**config.mk**
```make
export PLATFORM = sky130hd
export DESIGN_NAME = alu_share_arbiter_flat
export DESIGN_NICKNAME = d
export VERILOG_FILES = /design/src/rtl/alu_defs.sv /design/src/rtl/alu_share_arbiter_if.sv /design/src/rtl/alu.sv /design/src/rtl/rr_arb2.sv /design/src/rtl/alu_share_arbiter.sv /design/src/flat_wrapper.sv
export SDC_FILE = /design/constraint.sdc
export NUM_CORES = 1
export LEC_CHECK = 0
export ABC_CLOCK_PERIOD_IN_PS = 5050
export BUFFER_PORTS_ARGS = -buffer_cell sky130_fd_sc_hd__buf_2
export CAP_MARGIN = 10
export CORE_ASPECT_RATIO = 1.75
export CORE_MARGIN = 4
export CORE_UTILIZATION = 54
export DETAILED_ROUTE_END_ITERATION = 7
export GPL_ROUTABILITY_DRIVEN = 1
export PLACE_DENSITY = 0.79
export SLEW_MARGIN = 5
export SYNTH_ARGS = -nofsm -noshare
export SYNTH_HDL_FRONTEND = slang
export SYNTH_SLANG_ARGS = --single-unit
```
**constraint.sdc**
```tcl
create_clock -name clk -period 5.05 [get_ports clk]
set_clock_uncertainty 0.05 [all_clocks]
set_input_delay 1.01 -clock clk [delete_from_list [all_inputs] [get_ports clk]]
set_output_delay 1.01 -clock clk [all_outputs]
set_load 0.02 [all_outputs]
```
**src/rtl/alu_defs.sv**
```systemverilog
// Shared definitions for the ALU sharing arbiter: ALU control codes, FSM
// state encoding and default datapath widths.
package alu_defs;
  localparam int ALU_DATA_W = 32;
  localparam int ALU_CTR_W  = 4;

  localparam logic [ALU_CTR_W-1:0] ALU_ADD = 4'b0000;
  localparam logic [ALU_CTR_W-1:0] ALU_SUB = 4'b1000;
  localparam logic [ALU_CTR_W-1:0] ALU_SLL = 4'b0001;
  localparam logic [ALU_CTR_W-1:0] ALU_SRL = 4'b0101;
  localparam logic [ALU_CTR_W-1:0] ALU_XOR = 4'b0100;
  localparam logic [ALU_CTR_W-1:0] ALU_OR  = 4'b0110;
  localparam logic [ALU_CTR_W-1:0] ALU_AND = 4'b0111;
  localparam logic [ALU_CTR_W-1:0] ALU_SLT = 4'b0010;

  typedef enum logic [1:0] {
    ST_IDLE = 2'd0,
    ST_EXEC = 2'd1,
    ST_RESP = 2'd2
  } arb_state_e;
endpackage

```
**src/rtl/alu_share_arbiter_if.sv**
```systemverilog
// Two request channels and one tagged response channel around the shared ALU.
// master = requesters/consumer side, slave = arbiter side.
interface alu_share_arbiter_if
  import alu_defs::*;
#(
  parameter int DATA_W = ALU_DATA_W,
  parameter int CTR_W  = ALU_CTR_W
) ();
  logic              req0_valid;
  logic              req0_ready;
  logic [DATA_W-1:0] req0_a;
  logic [DATA_W-1:0] req0_b;
  logic [CTR_W-1:0]  req0_ctr;
  logic              req1_valid;
  logic              req1_ready;
  logic [DATA_W-1:0] req1_a;
  logic [DATA_W-1:0] req1_b;
  logic [CTR_W-1:0]  req1_ctr;
  logic              rsp_valid;
  logic              rsp_ready;
  logic              rsp_id;
  logic [DATA_W-1:0] rsp_result;
  logic              rsp_less;
  logic              rsp_zero;

  modport master (
    output req0_valid, req0_a, req0_b, req0_ctr,
    output req1_valid, req1_a, req1_b, req1_ctr,
    input  req0_ready, req1_ready,
    input  rsp_valid, rsp_id, rsp_result, rsp_less, rsp_zero,
    output rsp_ready
  );

  modport slave (
    input  req0_valid, req0_a, req0_b, req0_ctr,
    input  req1_valid, req1_a, req1_b, req1_ctr,
    output req0_ready, req1_ready,
    output rsp_valid, rsp_id, rsp_result, rsp_less, rsp_zero,
    input  rsp_ready
  );
endinterface

```
**src/rtl/alu.sv**
```systemverilog
// Existing combinational ALU shared by the arbiter. Less is the signed A<B
// compare, Zero flags an all-zero result.
module alu
  import alu_defs::*;
#(
  parameter int DATA_W = ALU_DATA_W,
  parameter int CTR_W  = ALU_CTR_W
) (
  input  logic [DATA_W-1:0] A,
  input  logic [DATA_W-1:0] B,
  input  logic [CTR_W-1:0]  ALUctr,
  output logic [DATA_W-1:0] ALUout,
  output logic              Less,
  output logic              Zero
);
  localparam int SH_W = $clog2(DATA_W);

  logic [SH_W-1:0] shamt;
  assign shamt = B[SH_W-1:0];
  assign Less  = $signed(A) < $signed(B);

  always_comb begin
    ALUout = '0;
    case (ALUctr)
      ALU_ADD: ALUout = A + B;
      ALU_SUB: ALUout = A - B;
      ALU_SLL: ALUout = A << shamt;
      ALU_SRL: ALUout = A >> shamt;
      ALU_XOR: ALUout = A ^ B;
      ALU_OR:  ALUout = A | B;
      ALU_AND: ALUout = A & B;
      ALU_SLT: ALUout = {{(DATA_W-1){1'b0}}, Less};
      default: ALUout = '0;
    endcase
  end

  assign Zero = (ALUout == '0);
endmodule

```
**src/rtl/rr_arb2.sv**
```systemverilog
// Two-way round-robin grant: a lone request wins outright, a tie goes to the
// requester that did not win last time. One-hot (or zero) grant.
module rr_arb2 (
  input  logic [1:0] req_i,
  input  logic       last_grant_i,
  output logic [1:0] grant_o
);
  always_comb begin
    grant_o = req_i;
    if (&req_i) grant_o = last_grant_i ? 2'b01 : 2'b10;
  end
endmodule

```
**src/rtl/alu_share_arbiter.sv**
```systemverilog
// Shares one combinational ALU between two requesters (IDLE -> EXEC -> RESP).
// Optional accept counters are built when ALU_ARB_PERF_EN is defined.
module alu_share_arbiter
  import alu_defs::*;
#(
  parameter int DATA_W = ALU_DATA_W,
  parameter int CTR_W  = ALU_CTR_W
) (
  input  logic              clk,
  input  logic              rst_n,
  alu_share_arbiter_if.slave bus
`ifdef ALU_ARB_PERF_EN
  ,
  output logic [15:0]       perf_grant0,
  output logic [15:0]       perf_grant1
`endif
);
  arb_state_e        state_q, state_d;
  logic              last_grant_q, last_grant_d;
  logic [1:0]        grant;
  logic              accept;

  logic [DATA_W-1:0] op_a_q, op_b_q;
  logic [CTR_W-1:0]  op_ctr_q;
  logic              op_id_q;

  logic              rsp_valid_q, rsp_valid_d;
  logic              rsp_id_q, rsp_id_d;
  logic [DATA_W-1:0] rsp_result_q, rsp_result_d;
  logic              rsp_less_q, rsp_less_d;
  logic              rsp_zero_q, rsp_zero_d;

  logic [DATA_W-1:0] alu_out;
  logic              alu_less, alu_zero;

  rr_arb2 u_arb (
    .req_i        ({bus.req1_valid, bus.req0_valid}),
    .last_grant_i (last_grant_q),
    .grant_o      (grant)
  );

  assign bus.req0_ready = (state_q == ST_IDLE) & grant[0];
  assign bus.req1_ready = (state_q == ST_IDLE) & grant[1];
  assign accept         = bus.req0_ready | bus.req1_ready;

  // Operands only change on accept, so the ALU inputs stay quiet between ops.
  always_ff @(posedge clk) begin
    if (accept) begin
      op_a_q   <= grant[1] ? bus.req1_a   : bus.req0_a;
      op_b_q   <= grant[1] ? bus.req1_b   : bus.req0_b;
      op_ctr_q <= grant[1] ? bus.req1_ctr : bus.req0_ctr;
      op_id_q  <= grant[1];
    end
  end

  alu #(.DATA_W(DATA_W), .CTR_W(CTR_W)) u_alu (
    .A      (op_a_q),
    .B      (op_b_q),
    .ALUctr (op_ctr_q),
    .ALUout (alu_out),
    .Less   (alu_less),
    .Zero   (alu_zero)
  );

  always_comb begin
    state_d      = state_q;
    last_grant_d = last_grant_q;
    rsp_valid_d  = rsp_valid_q;
    rsp_id_d     = rsp_id_q;
    rsp_result_d = rsp_result_q;
    rsp_less_d   = rsp_less_q;
    rsp_zero_d   = rsp_zero_q;
    case (state_q)
      ST_IDLE: begin
        if (accept) begin
          last_grant_d = grant[1];
          state_d      = ST_EXEC;
        end
      end
      ST_EXEC: begin
        rsp_valid_d  = 1'b1;
        rsp_id_d     = op_id_q;
        rsp_result_d = alu_out;
        rsp_less_d   = alu_less;
        rsp_zero_d   = alu_zero;
        state_d      = ST_RESP;
      end
      ST_RESP: begin
        if (bus.rsp_ready) begin
          rsp_valid_d = 1'b0;
          state_d     = ST_IDLE;
        end
      end
      default: state_d = ST_IDLE;
    endcase
  end

  always_ff @(posedge clk) begin
    if (!rst_n) begin
      state_q      <= ST_IDLE;
      last_grant_q <= 1'b1;
      rsp_valid_q  <= 1'b0;
      rsp_id_q     <= 1'b0;
      rsp_result_q <= '0;
      rsp_less_q   <= 1'b0;
      rsp_zero_q   <= 1'b0;
    end else begin
      state_q      <= state_d;
      last_grant_q <= last_grant_d;
      rsp_valid_q  <= rsp_valid_d;
      rsp_id_q     <= rsp_id_d;
      rsp_result_q <= rsp_result_d;
      rsp_less_q   <= rsp_less_d;
      rsp_zero_q   <= rsp_zero_d;
    end
  end

  assign bus.rsp_valid  = rsp_valid_q;
  assign bus.rsp_id     = rsp_id_q;
  assign bus.rsp_result = rsp_result_q;
  assign bus.rsp_less   = rsp_less_q;
  assign bus.rsp_zero   = rsp_zero_q;

`ifdef ALU_ARB_PERF_EN
  function automatic logic [15:0] sat_inc16(input logic [15:0] v);
    return (v == 16'hFFFF) ? v : v + 16'd1;
  endfunction

  logic [15:0] perf0_q, perf1_q;

  always_ff @(posedge clk) begin
    if (!rst_n) begin
      perf0_q <= '0;
      perf1_q <= '0;
    end else begin
      if (bus.req0_ready) perf0_q <= sat_inc16(perf0_q);
      if (bus.req1_ready) perf1_q <= sat_inc16(perf1_q);
    end
  end

  assign perf_grant0 = perf0_q;
  assign perf_grant1 = perf1_q;
`endif
endmodule

```
**src/flat_wrapper.sv**
```systemverilog
// flat-port wrapper written by rule: the top's interface ports become plain ports
module alu_share_arbiter_flat import alu_defs::*;
#(
  parameter int DATA_W = ALU_DATA_W,
  parameter int CTR_W  = ALU_CTR_W
)
  (clk, rst_n, bus_req0_valid, bus_req0_a, bus_req0_b, bus_req0_ctr, bus_req1_valid, bus_req1_a, bus_req1_b, bus_req1_ctr, bus_req0_ready, bus_req1_ready, bus_rsp_valid, bus_rsp_id, bus_rsp_result, bus_rsp_less, bus_rsp_zero, bus_rsp_ready);
  alu_share_arbiter_if #(.DATA_W(DATA_W), .CTR_W(CTR_W)) bus_i ();
  input  logic clk;
  input  logic rst_n;
  input wire logic [$bits(bus_i.req0_valid)-1:0] bus_req0_valid;
  input wire logic [$bits(bus_i.req0_a)-1:0] bus_req0_a;
  input wire logic [$bits(bus_i.req0_b)-1:0] bus_req0_b;
  input wire logic [$bits(bus_i.req0_ctr)-1:0] bus_req0_ctr;
  input wire logic [$bits(bus_i.req1_valid)-1:0] bus_req1_valid;
  input wire logic [$bits(bus_i.req1_a)-1:0] bus_req1_a;
  input wire logic [$bits(bus_i.req1_b)-1:0] bus_req1_b;
  input wire logic [$bits(bus_i.req1_ctr)-1:0] bus_req1_ctr;
  output wire logic [$bits(bus_i.req0_ready)-1:0] bus_req0_ready;
  output wire logic [$bits(bus_i.req1_ready)-1:0] bus_req1_ready;
  output wire logic [$bits(bus_i.rsp_valid)-1:0] bus_rsp_valid;
  output wire logic [$bits(bus_i.rsp_id)-1:0] bus_rsp_id;
  output wire logic [$bits(bus_i.rsp_result)-1:0] bus_rsp_result;
  output wire logic [$bits(bus_i.rsp_less)-1:0] bus_rsp_less;
  output wire logic [$bits(bus_i.rsp_zero)-1:0] bus_rsp_zero;
  input wire logic [$bits(bus_i.rsp_ready)-1:0] bus_rsp_ready;
  assign bus_i.req0_valid = bus_req0_valid;
  assign bus_i.req0_a = bus_req0_a;
  assign bus_i.req0_b = bus_req0_b;
  assign bus_i.req0_ctr = bus_req0_ctr;
  assign bus_i.req1_valid = bus_req1_valid;
  assign bus_i.req1_a = bus_req1_a;
  assign bus_i.req1_b = bus_req1_b;
  assign bus_i.req1_ctr = bus_req1_ctr;
  assign bus_req0_ready = bus_i.req0_ready;
  assign bus_req1_ready = bus_i.req1_ready;
  assign bus_rsp_valid = bus_i.rsp_valid;
  assign bus_rsp_id = bus_i.rsp_id;
  assign bus_rsp_result = bus_i.rsp_result;
  assign bus_rsp_less = bus_i.rsp_less;
  assign bus_rsp_zero = bus_i.rsp_zero;
  assign bus_i.rsp_ready = bus_rsp_ready;
  alu_share_arbiter #(.DATA_W(DATA_W), .CTR_W(CTR_W)) u_core (.clk(clk), .rst_n(rst_n), .bus(bus_i));
endmodule
```
Word-level counts from Yosys, hierarchy flattened
Index checks and enable logic that the tools add are counted.
W data, S select, Z words.
{"block": "op_classes", "addsub": 2, "n_lt_le_gt_ge": 1, "n_eq_ne": 11, "shift": 2, "mux": 11, "bitwise": 6, "n_reduce_logical": 8}
{"cell": "$pmux W32 S8", "count": 1}
{"cell": "$mux W32", "count": 2}
{"cell": "$add A32 B32 Y32", "count": 1}
{"cell": "$and A32 B32 Y32", "count": 1}
{"cell": "$logic_not A32 Y1", "count": 1}
{"cell": "$lt A32 B32 Y1", "count": 1}
{"cell": "$or A32 B32 Y32", "count": 1}
{"cell": "$shl A32 B5 Y32", "count": 1}
{"cell": "$shr A32 B5 Y32", "count": 1}
{"cell": "$sub A32 B32 Y32", "count": 1}
{"cell": "$xor A32 B32 Y32", "count": 1}
{"cell": "$eq A4 B3 Y1 const B", "count": 4}
{"cell": "$mux W2", "count": 4}
{"cell": "$reduce_and A2 Y1", "count": 4}
{"cell": "$pmux W2 S3", "count": 1}
{"cell": "$eq A4 B1 Y1 const B", "count": 1}
{"cell": "$eq A4 B2 Y1 const B", "count": 1}
{"cell": "$eq A4 B4 Y1 const B", "count": 1}
{"cell": "$logic_not A4 Y1", "count": 1}
{"cell": "$mux W4", "count": 1}
{"cell": "$and A1 B1 Y1", "count": 2}
{"cell": "$eq A2 B1 Y1 const B", "count": 1}
{"cell": "$eq A2 B2 Y1 const B", "count": 1}
{"cell": "$logic_not A2 Y1", "count": 1}
{"cell": "other kinds (6)", "count": 6}
{"block": "word_totals", "reg_bits": 108, "in_bits": 141, "out_inout_bits": 38, "wordCells": 52}

Logic depth before layout (Yosys ltp)
{"block": "logic_depth", "word_depth": 6, "ltp_mapped": 18, "depth_no_buf": 15}

Hierarchy
A second synthesis with hierarchy kept.
{"block": "hier_totals", "hier_cells": 1764, "area_unflattened_um2": 14413.8}
{"mod": "alu", "instances": 1, "cells_per_inst": 1445, "area_per_inst_um2": 10049.6}
{"mod": "alu_share_arbiter", "instances": 1, "cells_per_inst": 316, "area_per_inst_um2": 4345.4}
{"mod": "rr_arb2", "instances": 1, "cells_per_inst": 3, "area_per_inst_um2": 18.8}

Least setup slack after synthesis
Ideal clock, no wire load.
{"block": "synth_path", "kind": "register to register", "startpoint": "register u_core.op_b_q[2]", "endpoint": "register u_core.rsp_zero_q (netlist: u_core.bus.rsp_zero)", "t_arrival_ns": 4.966, "required_time_ns": 4.916, "setup_slack_ns": -0.051, "stages_incl_launch_ff": 19, "path_buffers": 4, "path_cell_list": "edfxtp_1 > inv_1 > buf_1 > buf_1 > clkbuf_1 > ha_1 > buf_2 > o21ba_2 > or4_1 > nand2_1 > xnor2_1 > nor2_1 > or4_1 > or4_1 > nor4_1 > nand4_1 > nor4_1 > nand4_1 > o31ai_2"}
{"block": "synth_via", "elab_chain_len": 3, "word_cells_on_any_way": 10, "classes_between": "add/sub (2); order compare (1); shift (2); mux (1); bitwise (3); reduce/logical (1)"}
{"item": "start, declared", "line_no": "alu_share_arbiter.sv:23", "rtl": "logic [DATA_W-1:0] op_a_q, op_b_q;"}
{"item": "start signal, assigned", "line_no": "alu_share_arbiter.sv:50", "rtl": "op_b_q <= grant[1] ? bus.req1_b : bus.req0_b;"}
{"item": "$sub A32 B32 Y32, or another cell as far along", "line_no": "alu.sv:26", "rtl": "ALU_SUB: ALUout = A - B;"}
{"item": "$pmux W32 S8 (*)", "line_no": "alu.sv:24", "rtl": "case (ALUctr)"}
{"item": "$logic_not A32 Y1 (*)", "line_no": "alu.sv:37", "rtl": "assign Zero = (ALUout == '0);"}
{"item": "end signal, assigned", "line_no": "alu_share_arbiter.sv:114", "rtl": "rsp_zero_q <= rsp_zero_d;"}
{"item": "end, declared", "line_no": "alu_share_arbiter.sv:31", "rtl": "logic rsp_zero_q, rsp_zero_d;"}
Every way passes the cells marked *; elsewhere a longest branch is shown, timed or not.
A chain may end at the register's enable or synchronous reset.

Worst setup path after layout
{"block": "layout_path", "startpoint": "register u_core.op_a_q[0]", "endpoint": "register u_core.rsp_zero_q (netlist: u_core.bus.rsp_zero)"}
{"block": "layout_via", "elab_chain_len": 3, "word_cells_on_any_way": 10, "classes_between": "add/sub (2); order compare (1); shift (2); mux (1); bitwise (3); reduce/logical (1)"}
{"item": "start, declared", "line_no": "alu_share_arbiter.sv:23"}
{"item": "start signal, assigned", "line_no": "alu_share_arbiter.sv:49", "rtl": "op_a_q <= grant[1] ? bus.req1_a : bus.req0_a;"}
{"item": "$sub A32 B32 Y32, or another cell as far along", "line_no": "alu.sv:26"}
{"item": "$pmux W32 S8 (*)", "line_no": "alu.sv:24"}
{"item": "$logic_not A32 Y1 (*)", "line_no": "alu.sv:37"}
Marked as above.

==> results_dict.tcl <==
set metrics [dict create \
    synth_cells 1664 \
    initial_utilization 0.551 \
    core.rowCount 75 \
    timing.final.max_slew_violations 0 \
    synth_top_area_cell "sky130_fd_sc_hd__edfxtp_1" \
    hold_path_depth 2 \
    worst_setup_hold_path_clk_slew_ns 0.08 \
    yosysMostFrequentCell "sky130_fd_sc_hd__nor2_1" \
    busiest_layer "met2" \
    cts.sink_count 108 \
    min_path_type "flop to flop" \
    grt.total_usage 0.468 \
    synthDominantCellAreaShare 0.157 \
    synth_top_flop_cell "sky130_fd_sc_hd__edfxtp_1" \
    layout-area-overhead-vs-synth_pct 12.5 \
    relSlewSlack 0.241 \
    design.core.area_um2 24000 \
    drive_gt1_frac 0.223 \
    fin_setup_tns_ns 0 \
    crit_path_max_fanout 6 \
    synth-edff-count 69 \
    detailroute.via_count 14888 \
    drc_errors 2 \
    yosys-top-cells-area "sky130_fd_sc_hd__edfxtp_1, sky130_fd_sc_hd__ha_1, sky130_fd_sc_hd__mux2_2" \
    synth_seq_area_share 0.216 \
    min_delay_worst_endpoint "u_core.bus.rsp_result[25]" \
    rr_worst_depth 15 \
    achievable-frequency_ghz 0.205 \
    critical_path.reg2reg.startpoint "u_core.op_a_q[0]" \
    power_per_cell_area_nw_per_um2 351 \
    timing.critical_path.to_type "flop" \
    largest_net_degree_at_the_start_of_global_routing 71 \
    globalRouteMet2Util 0.750 \
    hold_start "u_core.bus.rsp_result[25]" \
    dp_cells 2100 \
    die-height_um 215 \
    grt_setup_unrepaired "false" \
    hpwlAfterDp_mm 49.7 \
    total_power_mw 5.22 \
    deepest_level_of_the_cts_h_tree 3 \
    die_area_um2 27200 \
    report.final.hold_viol_count 0 \
    synthArstFlopShare 0 \
    grt_pass1_wl_mm 94.6 \
    stdcell_count 2119 \
    power.static_leakage_nw 6.51 \
    final_cell_area_um2 14900 \
    clock_path_buffers 2 \
    r2r-end "u_core.bus.rsp_zero" \
    cts.repair_timing.setup_buffer_count 0 \
    gp_congestion 1.13 \
    place_area_um2 14600 \
    port_buffers 178 \
    required_time_worst_endpoint_ns 5.31 \
    synthTopCellsByCount "sky130_fd_sc_hd__nor2_1, sky130_fd_sc_hd__nand2_1, sky130_fd_sc_hd__inv_1" \
    final_critical_path_required_period_ns 4.87 \
    cts_tree "yes" \
    hold_ws_ns 0.405 \
    syn-mean-instance-area_um2 7.95 \
    final_core_util 0.620 \
    pre_cts_setup_slack_ns 0.391 \
    viasPerCell 7.03 \
    violations "DRC" \
    crit_path_cell_trace "inv_1 -> ha_1 -> fa_1 -> o21ba_2 -> or4_1 -> a21oi_1 -> o31ai_1 -> a31oi_1 -> o21ai_1 -> o22ai_2 -> o21ai_0 -> mux2_2 -> a221oi_1 -> nand4_1 -> o31ai_2" \
    ff2ff_setup_slack_ns 0.18 \
    post-route-worst-setup-slack_ns 0.182 \
    outcome "finished with violations" \
    post_synth_net_total 1911 \
    critical-path-max-stage-delay_ns 0.55 \
    timing.critical_path.slowest_stage_cell "sky130_fd_sc_hd__or4_1" \
    antenna_found_initial 6 \
    period_share 0.964 \
    globalRouteMet3Util 0.140 \
    io_pins 179 \
    drt_wl_total_mm 64.9 \
    worstMarginPinSlew_ns 1.13 \
    grt_pass1_vias 14790 \
    ctsRootBufferMaster "sky130_fd_sc_hd__clkbuf_16" \
    nets 2050 \
    peakVddDrop_v 0.000222 \
    floorplan.die.width_um 126 \
    grt.met1_usage 0.470 \
    synth.distinct_cells 81 \
    drtPass1Iterations 8 \
    startpoint_type "flop" \
    worst-endpoint-arrival_ns 5.12 \
    criticalPathCategory "flop to flop" \
    overflow 0 \
    insertion_delay_ns 0.40 \
    drt_iter0_markers 2092 \
    cts-buffers-inserted 9 \
    routedWlPerCell_um 30.6 \
    synth_seq_cells 108 \
    route.antenna.remaining_nets 0 \
    timing.final.setup_violations 0 \
    synthesis.yosys.warnings 0 \
    syn-cell-area_um2 13200 \
    maxCapViolCount 0 \
]
==> worst max-delay path: cells and delay by family (launching register included) <==
family,cells,cell delay [ns]
AO/OA/AOI/OAI,9,2.50
adder cells (fa/ha/maj),2,0.65
flip-flops,1,0.48
multiplexers,1,0.29
AND/OR/NAND/NOR,2,0.71
buffers and inverters,1,0.11
==> placed cells by master (no fill, tap or decap), types with 36 or more instances in the layout <==
| cell | synthesis | final |
|---|---|---|
| sky130_fd_sc_hd__buf_2 | 23 | 178 |
| sky130_fd_sc_hd__ha_1 | 104 | 104 |
| sky130_fd_sc_hd__nand2_1 | 131 | 131 |
| sky130_fd_sc_hd__mux2_2 | 93 | 93 |
| sky130_fd_sc_hd__mux2i_1 | 86 | 86 |
| sky130_fd_sc_hd__dfxtp_1 | 39 | 39 |
| sky130_fd_sc_hd__edfxtp_1 | 69 | 69 |
| sky130_fd_sc_hd__nor2_1 | 186 | 185 |
| sky130_fd_sc_hd__nand3_1 | 36 | 36 |
| sky130_fd_sc_hd__a21oi_1 | 119 | 118 |
| sky130_fd_sc_hd__buf_4 | 2 | 70 |
| sky130_fd_sc_hd__o21ai_0 | 92 | 92 |
| sky130_fd_sc_hd__inv_1 | 121 | 121 |
| sky130_fd_sc_hd__a211oi_1 | 42 | 41 |
| sky130_fd_sc_hd__nor3_1 | 44 | 44 |
==> what timing repair did <==
| action | 4_1_cts | 5_1_grt |
|---|---|---|
| setup endpoints to repair | 0 | 1 |
| resized for setup | 0 | 3 |
| hold buffers | 0 | 0 |
==> logic make-up (layout without fill, tap and decap cells) <==
family | after synthesis | after routing | share of synthesized area
compound gates | 503 | 503 | 0.255
xor+xnor | 18 | 18 | 0.0119
fa+ha+maj | 106 | 106 | 0.101
buf+inv | 242 | 386 | 0.0742
flops | 108 | 108 | 0.216
mux | 198 | 198 | 0.175
other cells | 0 | 3 | 0
simple gates | 489 | 489 | 0.167
==> power by group <==
part           switching, mW  internal (mW)
Clock                  0.418          0.358
Sequential             0.142           1.08
Combinational           2.17           1.06
==> sequential cells by signal, indices dropped and copies added, names as in the netlist <==
register / flops
u_core.op_id_q: 1
u_core.bus.rsp_result: 32
u_core.op_a_q: 32
u_core.bus.rsp_valid: 1
u_core.bus.rsp_less: 1
u_core.op_ctr_q: 4
u_core.last_grant_q: 1
u_core.op_b_q: 32
u_core.state_q: 2
u_core.bus.rsp_id: 1
u_core.bus.rsp_zero: 1
==> layer usage <==
| layer | share of wire | vias up |
|---|---|---|
| li1 | - | 6424 |
| met4 | 0.13 | 2 |
| met2 | 0.47 | 1136 |
| met3 | 0.10 | 453 |
| met1 | 0.31 | 6873 |
| met5 | 0.00018 | - |
==> how the worst max path moves through the flow <==
stage	startpoint	to	cells after the start
final	u_core.op_a_q[0]	u_core.bus.rsp_zero	15
after global routing	u_core.op_a_q[0]	u_core.bus.rsp_zero	15
after CTS	u_core.op_a_q[0]	u_core.bus.rsp_zero	15
after detailed placement	u_core.op_a_q[0]	u_core.bus.rsp_zero	15
after global placement	u_core.op_a_q[0]	u_core.bus.rsp_zero	15
after floorplan	u_core.op_b_q[2]	u_core.bus.rsp_zero	18
==> final cells by class <==
type,count,area [um^2]
multi-input cells,1314,9450
fillers,2172,9130
flip-flops and latches,108,2850
repair buffers,249,1440
inverters,121,454
well taps,308,385
clock buffers,9,225
clock inverters,7,83.8
diodes,3,7.51
(Power assumes the default switching activity.)
